<file path="config.mk">
export PLATFORM = sky130hd
export DESIGN_NAME = clk_div_ctrl
export DESIGN_NICKNAME = d
export VERILOG_FILES = /design/src/rtl/clk_div_pkg.sv /design/src/rtl/clk_div_cfg_slot.sv /design/src/rtl/clk_div_ctrl.sv
export SDC_FILE = /design/constraint.sdc
export NUM_CORES = 1
export LEC_CHECK = 0
export BUFFER_PORTS_ARGS = -buffer_cell sky130_fd_sc_hd__clkbuf_2
export CAP_MARGIN = 20
export CORE_AREA = 2 2 73 58
export DETAILED_ROUTE_END_ITERATION = 8
export DIE_AREA = 0 0 75 60
export GPL_TIMING_DRIVEN = 0
export PLACE_DENSITY_LB_ADDON = 0.12
export RECOVER_POWER = 25
export SETUP_SLACK_MARGIN = 0.3
export SKIP_LAST_GASP = 1
export SLEW_MARGIN = 10
export SYNTH_ARGS = -nofsm -noshare
export SYNTH_HDL_FRONTEND = slang
export SYNTH_HIERARCHICAL = 1
export SYNTH_SLANG_ARGS = --single-unit
</file>
<file path="constraint.sdc">
create_clock -name clk_in -period 9 [get_ports clk_in]
set_clock_uncertainty 0.05 [all_clocks]
set_input_delay 0 -clock clk_in [delete_from_list [all_inputs] [get_ports clk_in]]
set_output_delay 0 -clock clk_in [all_outputs]
set_load 0.1 [all_outputs]
</file>
<file path="src/rtl/clk_div_pkg.sv">
// clk_div_pkg: shared state type, limits and phase
// length helpers for the programmable clock divider.
package clk_div_pkg;

  typedef enum logic [1:0] {
    IDLE,
    HIGH,
    LOW
  } state_e;

  localparam int MIN_DIV   = 2;
  localparam int CNT_W_DEF = 8;

  // High phase length for ratio d (floor half).
  function automatic logic [31:0] hi_len(
    input logic [31:0] d
  );
    return d >> 1;
  endfunction

  // Low phase length for ratio d (gets the odd cycle).
  function automatic logic [31:0] lo_len(
    input logic [31:0] d
  );
    return d - (d >> 1);
  endfunction

endpackage

</file>
<file path="src/rtl/clk_div_cfg_slot.sv">
// clk_div_cfg_slot: config handshake slot. Holds one pending
// ratio while running, applies it in IDLE or at a period
// boundary, rejects ratios below MIN_DIV with a cfg_err pulse.
// Ports: clk_in, rst, cfg_valid/cfg_div in, idle/boundary
// status in; cfg_ready, cfg_err, cur_div, apply (comb strobe).
module clk_div_cfg_slot
  import clk_div_pkg::*;
#(
  parameter int CNT_W       = CNT_W_DEF,
  parameter int DEFAULT_DIV = 4
) (
  input  logic             clk_in,
  input  logic             rst,
  input  logic             cfg_valid,
  input  logic [CNT_W-1:0] cfg_div,
  input  logic             idle,
  input  logic             boundary,
  output logic             cfg_ready,
  output logic             cfg_err,
  output logic [CNT_W-1:0] cur_div,
  output logic             apply
);

  logic             pend_v_q, pend_v_d;
  logic [CNT_W-1:0] pend_d_q, pend_d_d;
  logic [CNT_W-1:0] cur_div_q, cur_div_d;
  logic             err_q, err_d;
  logic             fire, bad, good;

  assign cfg_ready = !pend_v_q;
  assign fire      = cfg_valid && cfg_ready;
  assign bad       = fire && (cfg_div < CNT_W'(MIN_DIV));
  assign good      = fire && !bad;

  always_comb begin
    pend_v_d  = pend_v_q;
    pend_d_d  = pend_d_q;
    cur_div_d = cur_div_q;
    err_d     = bad;
    apply     = 1'b0;
    if (good && (idle || boundary)) begin
      // Direct load: nothing in flight or the
      // period ends at this very edge.
      cur_div_d = cfg_div;
      apply     = 1'b1;
    end else if (good) begin
      pend_v_d = 1'b1;
      pend_d_d = cfg_div;
    end else if (pend_v_q && boundary) begin
      cur_div_d = pend_d_q;
      pend_v_d  = 1'b0;
      apply     = 1'b1;
    end
  end

  always_ff @(posedge clk_in) begin
    if (rst) begin
      pend_v_q  <= 1'b0;
      pend_d_q  <= '0;
      cur_div_q <= CNT_W'(DEFAULT_DIV);
      err_q     <= 1'b0;
    end else begin
      pend_v_q  <= pend_v_d;
      pend_d_q  <= pend_d_d;
      cur_div_q <= cur_div_d;
      err_q     <= err_d;
    end
  end

  assign cfg_err = err_q;
  assign cur_div = cur_div_q;

endmodule

</file>
<file path="src/rtl/clk_div_ctrl.sv">
// clk_div_ctrl: runtime-programmable clock divider producing a
// registered divided clock level and a rise-tick strobe.
// Ports: clk_in, rst (sync, high), enable, cfg_valid, cfg_div,
// cfg_ready, cfg_err, clk_out, rise_tick, running, cur_div.
// Option CLK_DIV_CTRL_PERIOD_CNT_EN adds period_cnt[15:0].
module clk_div_ctrl
  import clk_div_pkg::*;
#(
  parameter int CNT_W       = CNT_W_DEF,
  parameter int DEFAULT_DIV = 4
) (
  input  logic             clk_in,
  input  logic             rst,
  input  logic             enable,
  input  logic             cfg_valid,
  input  logic [CNT_W-1:0] cfg_div,
  output logic             cfg_ready,
  output logic             cfg_err,
  output logic             clk_out,
  output logic             rise_tick,
  output logic             running,
  output logic [CNT_W-1:0] cur_div
`ifdef CLK_DIV_CTRL_PERIOD_CNT_EN
  ,
  output logic [15:0]      period_cnt
`endif
);

  if ((DEFAULT_DIV < MIN_DIV) ||
      (DEFAULT_DIV > (2 ** CNT_W) - 1)) begin : g_bad_default
    $fatal(1, "clk_div_ctrl: DEFAULT_DIV out of range");
  end

  state_e           state_q, state_d;
  logic [CNT_W-1:0] cnt_q, cnt_d;
  logic             clk_q, clk_d;
  logic             rise_q, rise_d;
  logic [CNT_W-1:0] h_m1, l_m1;
  logic             boundary;
  logic             apply;

  assign h_m1 = CNT_W'(hi_len(32'(cur_div))) - CNT_W'(1);
  assign l_m1 = CNT_W'(lo_len(32'(cur_div))) - CNT_W'(1);

  // Last cycle of the low phase closes the period.
  assign boundary = (state_q == LOW) && (cnt_q == l_m1);

  clk_div_cfg_slot #(
    .CNT_W      (CNT_W),
    .DEFAULT_DIV(DEFAULT_DIV)
  ) u_slot (
    .clk_in   (clk_in),
    .rst      (rst),
    .cfg_valid(cfg_valid),
    .cfg_div  (cfg_div),
    .idle     (state_q == IDLE),
    .boundary (boundary),
    .cfg_ready(cfg_ready),
    .cfg_err  (cfg_err),
    .cur_div  (cur_div),
    .apply    (apply)
  );

  always_comb begin
    state_d = state_q;
    cnt_d   = cnt_q;
    clk_d   = clk_q;
    rise_d  = 1'b0;
    unique case (state_q)
      IDLE: begin
        if (enable) begin
          state_d = HIGH;
          clk_d   = 1'b1;
          rise_d  = 1'b1;
          cnt_d   = '0;
        end
      end
      HIGH: begin
        if (cnt_q == h_m1) begin
          state_d = LOW;
          clk_d   = 1'b0;
          cnt_d   = '0;
        end else begin
          cnt_d = cnt_q + CNT_W'(1);
        end
      end
      LOW: begin
        if (boundary) begin
          cnt_d = '0;
          if (enable) begin
            state_d = HIGH;
            clk_d   = 1'b1;
            rise_d  = 1'b1;
          end else begin
            state_d = IDLE;
          end
        end else begin
          cnt_d = cnt_q + CNT_W'(1);
        end
      end
      default: begin
        state_d = IDLE;
        clk_d   = 1'b0;
        cnt_d   = '0;
      end
    endcase
  end

  always_ff @(posedge clk_in) begin
    if (rst) begin
      state_q <= IDLE;
      cnt_q   <= '0;
      clk_q   <= 1'b0;
      rise_q  <= 1'b0;
    end else begin
      state_q <= state_d;
      cnt_q   <= cnt_d;
      clk_q   <= clk_d;
      rise_q  <= rise_d;
    end
  end

  assign clk_out   = clk_q;
  assign rise_tick = rise_q;
  assign running   = (state_q != IDLE);

`ifdef CLK_DIV_CTRL_PERIOD_CNT_EN
  logic [15:0] pcnt_q, pcnt_d;

  // A newly applied ratio restarts the count.
  always_comb begin
    pcnt_d = pcnt_q;
    if (apply) begin
      pcnt_d = '0;
    end else if (rise_d) begin
      pcnt_d = pcnt_q + 16'd1;
    end
  end

  always_ff @(posedge clk_in) begin
    if (rst) begin
      pcnt_q <= '0;
    end else begin
      pcnt_q <= pcnt_d;
    end
  end

  assign period_cnt = pcnt_q;
`else
  logic unused_apply;
  assign unused_apply = apply;
`endif

endmodule

</file>
==> summary.txt, run 1 <==
dpl cells: 342
critical path type: reg -> reg
H-tree levels: 2
Critical Path Most Common Cell: mux2_2
I/O Buffers: 24
area of the multi-input gates: 1600 um2
# diodes: 0
CP endpoint kind: flip-flop
via/cell ratio: 5.53
Required @ worst endpoint: 9.12 ns
layout cell share with drive strength beyond 1: 15.0%
YS warnings: 6
Sequential Area: 601 um2
vias in the first global route: 1,788
CTS tree: yes
Clk Latency, worst-skew pair: 0.28 ns
Starting Density: 60.8%
crit-path max cell delay: 0.51 ns
pre-CTS setup slack: 5.24 ns
Final Cycle Share: 42.3%
CTS Buf Count: 5
Fin. Hold Viols: 0
Avg Cell Area, Syn: 8.85 um2
initial antenna violation count: 0
design area: 2710 um2
hold path start: cfg_div[0]
Residual DRC: 0
cells along the critical path: inv_1 > ha_1 > fa_1 > nor2b_1 > o21bai_1 > a21oi_1 > mux2_2 > a211oi_1 > and3_1 > nor2_1 > a211oi_4 > mux2_2
Routability Congestion: 0.925
Max-cap violations: 0
initial detailed-routing violation count: 126
LEAKAGE: 1.15 nW
P per Cell Area: 232 nW/um2
DP HPWL: 3940 um
iteration count of the initial detailed-routing pass: 4
CP max-delay cell: a211oi_4
via count: 1,997
Placement Cell Area: 2520 um2
Placement Rows: 20
CTS clk-pin slew, worst paths: 0.07 ns
Slew Viols, Final: 0
Hold Path Class: in -> reg
setup TNS: 0 ns
commonest non-fill, non-tap cells in the layout: 30 x dfxtp_1, 23 x ha_1, 21 x nand2_1, 19 x xnor2_1
Core ar.: 3830 um2
first-pass GRT wire length: 8650 um
CP arrival: 3.93 ns
Syn-to-layout area delta: 16.4%
Slew @ Worst Pin: 1.17 ns
DIE AREA: 4500 um2
Worst Path Max Fanout: 8
fill count: 297
clk sinks: 30
overall power: 0.629 mW
crit start category: flip-flop
largest net degree at the start of global routing: 11
post-route ant nets: 0
RSZ-0062 raised after global routing: no
Routed wire per std cell: 14.7 um
status: completed
crit path from: u_slot/cur_div[1]
clock root buffer master: clkbuf_8
commonest non-fill, non-tap cell in the layout: dfxtp_1
fin nets: 341
Synth Net Count: 299
post-CTS setup repair buffer count: 0
drt total wl: 5320 um
total global routing track utilization: 25.8%
Chip Height: 60 um
cells after synthesis: 263
Clock Tree Buf Depth: 2
gr ovfl total: 0
slew margin rel.: 22.5%
fin cells: 361
mapped cell area: 2330 um2
Ports: 25
r2r startpoint: u_slot/cur_div[1]
post-layout minimum cycle time: 3.81 ns
maximum VDD drop: 0.000164 V
fmax: 0.263 GHz
final setup fails: 0
worst setup margin: 5.19 ns
Die X: 75 um
==> final timing paths <==
check	to	cells past startpoint	slack, ns
hold reg to reg	u_slot/pend_d_q[6]	2	0.41
setup reg to reg	u_slot/cur_div[0]	12	5.19
hold / removal	u_slot/pend_d_q[0]	3	0.08
setup / recovery	u_slot/cur_div[0]	12	5.19
==> stage by stage <==
stage / hold WS (ns) / utilization [%]
final: 0.0812 / 70.8
after CTS: 0.0734 / 71.1
after detailed placement: 0.218 / 65.8
after global routing: 0.0893 / 70.8
after floorplan: 0.0191 / -
after global placement: 0.224 / 65.8
==> where the power goes <==
part,internal (mW),switching [mW],total (mW)
Combinational,0.118,0.230,0.347
Clock,0.0614,0.0532,0.115
Sequential,0.150,0.0174,0.167
==> what timing repair did <==
item,4_1_cts,5_1_grt
hold endpoints to repair,18,0
hold buffers,11,0
gates resized for setup,0,0
==> final cells by class <==
type,instances,share of cell area (%)
repair buffers,35,8.03
well taps,55,2.54
clock buffers,6,3.05
inverters,17,2.35
plain buffers,12,2.22
multi-input cells,204,59.2
clock inverters,2,0.462
flip-flops and latches,30,22.2
==> critical path: cells and delay by family, from the launching register on <==
kind                       cells  cell delay, ns
AOI/OAI and AO/OA              4            1.03
adders and majority gates      2            0.63
buffers and inverters          1            0.12
DFF                            1            0.49
muxes                          2            0.71
and+or+nand+nor                3            0.68
==> flip-flops by register name, indices dropped and copies added (netlist names) <==
name             count
clk_out              1
cnt_q                8
rise_tick            1
state_q              2
u_slot/cfg_err       1
u_slot/cur_div       8
u_slot/pend_d_q      8
u_slot/pend_v_q      1
==> per-layer routing <==
| layer | global-route usage (%) | part of all wire (%) | up-vias |
|---|---|---|---|
| met3 | 4.22 | 5.6 | 4 |
| met5 | 0 | 0 | - |
| li1 | - | - | 1004 |
| met1 | 38.1 | 51 | 914 |
| met2 | 38.3 | 42 | 75 |
| met4 | 7.65 | 0.79 | 0 |
Note: power is estimated with default switching activity, not from simulation.
==> run 2: changes to the inputs <==
CORE_AREA = 2 2 76 60   (was 2 2 73 58)
DIE_AREA = 0 0 78 62   (was 0 0 75 60)
clock period = 3.8 ns   (was 9 ns; I/O delays follow)
==> run 2 against run 1 <==
Setup slack got worse by 4.7 ns; final area increased by 4.2%; wire length increased by 2.8%; non-clock buffer count rose by 8; global-route usage shrank 1.8 points; critical path depth is 1 higher; critical path type unchanged; critical endpoint is now u_slot/pend_d_q[0]; largest power group unchanged.
==> summary.txt, run 2 (synthesis results as in run 1) <==
initial antenna violation count: 0 (unchanged)
clock root buffer master: clkbuf_8
Final Cycle Share: 87.7% (+45 points)
worst setup margin: 0.468 ns (-4.73 ns)
initial detailed-routing violation count: 139 (+10%)
Hold Path Class: in -> reg
Placement Cell Area: 2530 um2 (+0.70%)
first-pass GRT wire length: 8780 um (+1.6%)
fin nets: 349 (+2.3%)
layout cell share with drive strength beyond 1: 20.4% (+5.3 points)
commonest non-fill, non-tap cells in the layout: 23 x ha_1, 22 x dfxtp_1, 21 x nand2_1, 18 x xnor2_1
critical path type: reg -> reg
final setup fails: 0 (unchanged)
Clock Tree Buf Depth: 2 (unchanged)
post-layout minimum cycle time: 3.33 ns (-0.474 ns)
Required @ worst endpoint: 3.93 ns (-5.19 ns)
Post-Route Utilization: 67.1% (-3.6 points)
DIE AREA: 4840 um2 (+7.5%)
CTS clk-pin slew, worst paths: 0.07 ns (about the same)
Syn-to-layout area delta: 21.2%
design area: 2820 um2 (+4.2%)
iteration count of the initial detailed-routing pass: 4 (unchanged)
Core ar.: 4200 um2 (+9.8%)
Die X: 78 um (+4.0%)
H-tree levels: 2 (unchanged)
Residual DRC: 0 (unchanged)
crit start category: flip-flop
Slew Viols, Final: 0 (unchanged)
crit-path max cell delay: 0.41 ns (-0.10 ns)
DP HPWL: 3920 um (-0.45%)
slew margin rel.: 21.8% (-0.64 points)
Chip Height: 62 um (+3.3%)
Clk Latency, worst-skew pair: 0.29 ns (about the same)
Sequential Area: 616 um2 (+2.5%)
Worst Path Max Fanout: 8 (unchanged)
P per Cell Area: 551 nW/um2 (+140%)
LEAKAGE: 1.21 nW (+5.0%)
hold path cells: 3 (unchanged)
status: completed
cells along the critical path: inv_1 > ha_1 > fa_1 > nor2b_1 > o21bai_1 > a21oi_1 > mux2_2 > a211oi_1 > and3_4 > or2_1 > a211oi_2 > buf_6 > mux2_4
Routability Congestion: 0.819 (-11%)
pre-CTS setup slack: 0.162 ns (-5.08 ns)
RSZ-0062 raised after global routing: no
area of the multi-input gates: 1630 um2 (+1.6%)
Fin. Hold Viols: 0 (unchanged)
Max-cap violations: 0 (unchanged)
I/O Buffers: 24 (unchanged)
CTS tree: yes
via/cell ratio: 5.37 (-2.9%)
total global routing track utilization: 24.0% (-1.8 points)
vias in the first global route: 1,761 (-1.5%)
Slew @ Worst Pin: 1.18 ns (+0.00957 ns)
CP max-delay cell: fa_1
CP arrival: 3.47 ns (-0.46 ns)
# diodes: 0 (unchanged)
gr ovfl total: 0 (unchanged)
fmax: 0.300 GHz (+14%)
dpl cells: 344 (+0.58%)
CP endpoint kind: flip-flop
Ports: 25 (unchanged)
worst r2r path cells: 13 (+1)
Placement Rows: 21 (+5.0%)
fill count: 372 (+25%)
drt total wl: 5470 um (+2.8%)
commonest non-fill, non-tap cell in the layout: ha_1
largest net degree at the start of global routing: 11 (unchanged)
post-route ant nets: 0 (unchanged)
CTS Buf Count: 5 (unchanged)
maximum VDD drop: 0.000378 V (+130%)
Routed wire per std cell: 14.7 um (about the same)
Starting Density: 55.4% (-5.4 points)
via count: 1,993 (-0.20%)
fin cells: 371 (+2.8%)
clk sinks: 30 (unchanged)
setup TNS: 0 ns (unchanged)
-- run 2: layout make-up --
| cell class | count | share of cell area (%) |
|---|---|---|
| clock inverter | 1 | 0.177 |
| inverter | 17 | 2.26 |
| timing repair buffer | 43 | 10.3 |
| multi-input combinational | 204 | 57.7 |
| sequential | 30 | 21.8 |
| clock buffer | 7 | 3.06 |
| tap | 57 | 2.53 |
| buffer | 12 | 2.17 |
-- run 2: what timing repair did --
| action | 4_1_cts | 5_1_grt |
|---|---|---|
| pin swaps | 1 | 2 |
| gates resized for setup | 0 | 6 |
| hold buffers | 11 | 0 |
| buffers inserted | 2 | 6 |
| hold endpoints to repair | 19 | 0 |
| endpoints found under the setup margin | 1 | 14 |
-- run 2: worst max-delay path, delay by kind of cell (launching register included) --
family	cells	cell delay (ns)
and+or+nand+nor	3	0.69
muxes	2	0.57
adders and majority gates	2	0.62
AOI/OAI and AO/OA	4	0.66
buffers and inverters	2	0.25
DFF	1	0.40
-- run 2: path summary, 6_finish.rpt --
| path | startpoint | to | slack, ns |
|---|---|---|---|
| setup / recovery | u_slot/cur_div[1] | u_slot/pend_d_q[0] | 0.47 |
| hold / removal | cfg_div[0] | u_slot/cur_div[0] | 0.13 |
| setup reg to reg | u_slot/cur_div[1] | u_slot/pend_d_q[0] | 0.47 |
| hold reg to reg | u_slot/pend_d_q[4] | u_slot/pend_d_q[4] | 0.41 |
-- run 2: power by group --
group | switching, mW | internal, mW
Sequential | 0.0406 | 0.358
Clock | 0.130 | 0.146
Combinational | 0.555 | 0.326
-- run 2: layer usage --
layer	share of wire (%)	vias to the layer above	GRT usage, %
met3	4.1	7	3.90
met2	42	46	36.9
met4	1.6	0	9.02
li1	-	1022	-
met5	0	-	0
met1	52	918	34.4
-- run 2: metrics by stage --
stage | power [mW] | hold WS [ns]
6_report | 1.56 | 0.126
5_1_grt | 1.65 | 0.172
4_1_cts | 1.50 | 0.126
3_5_place_dp | 1.21 | 0.220
3_3_place_gp | 1.20 | 0.219
2_1_floorplan | 1.06 | 0.0191
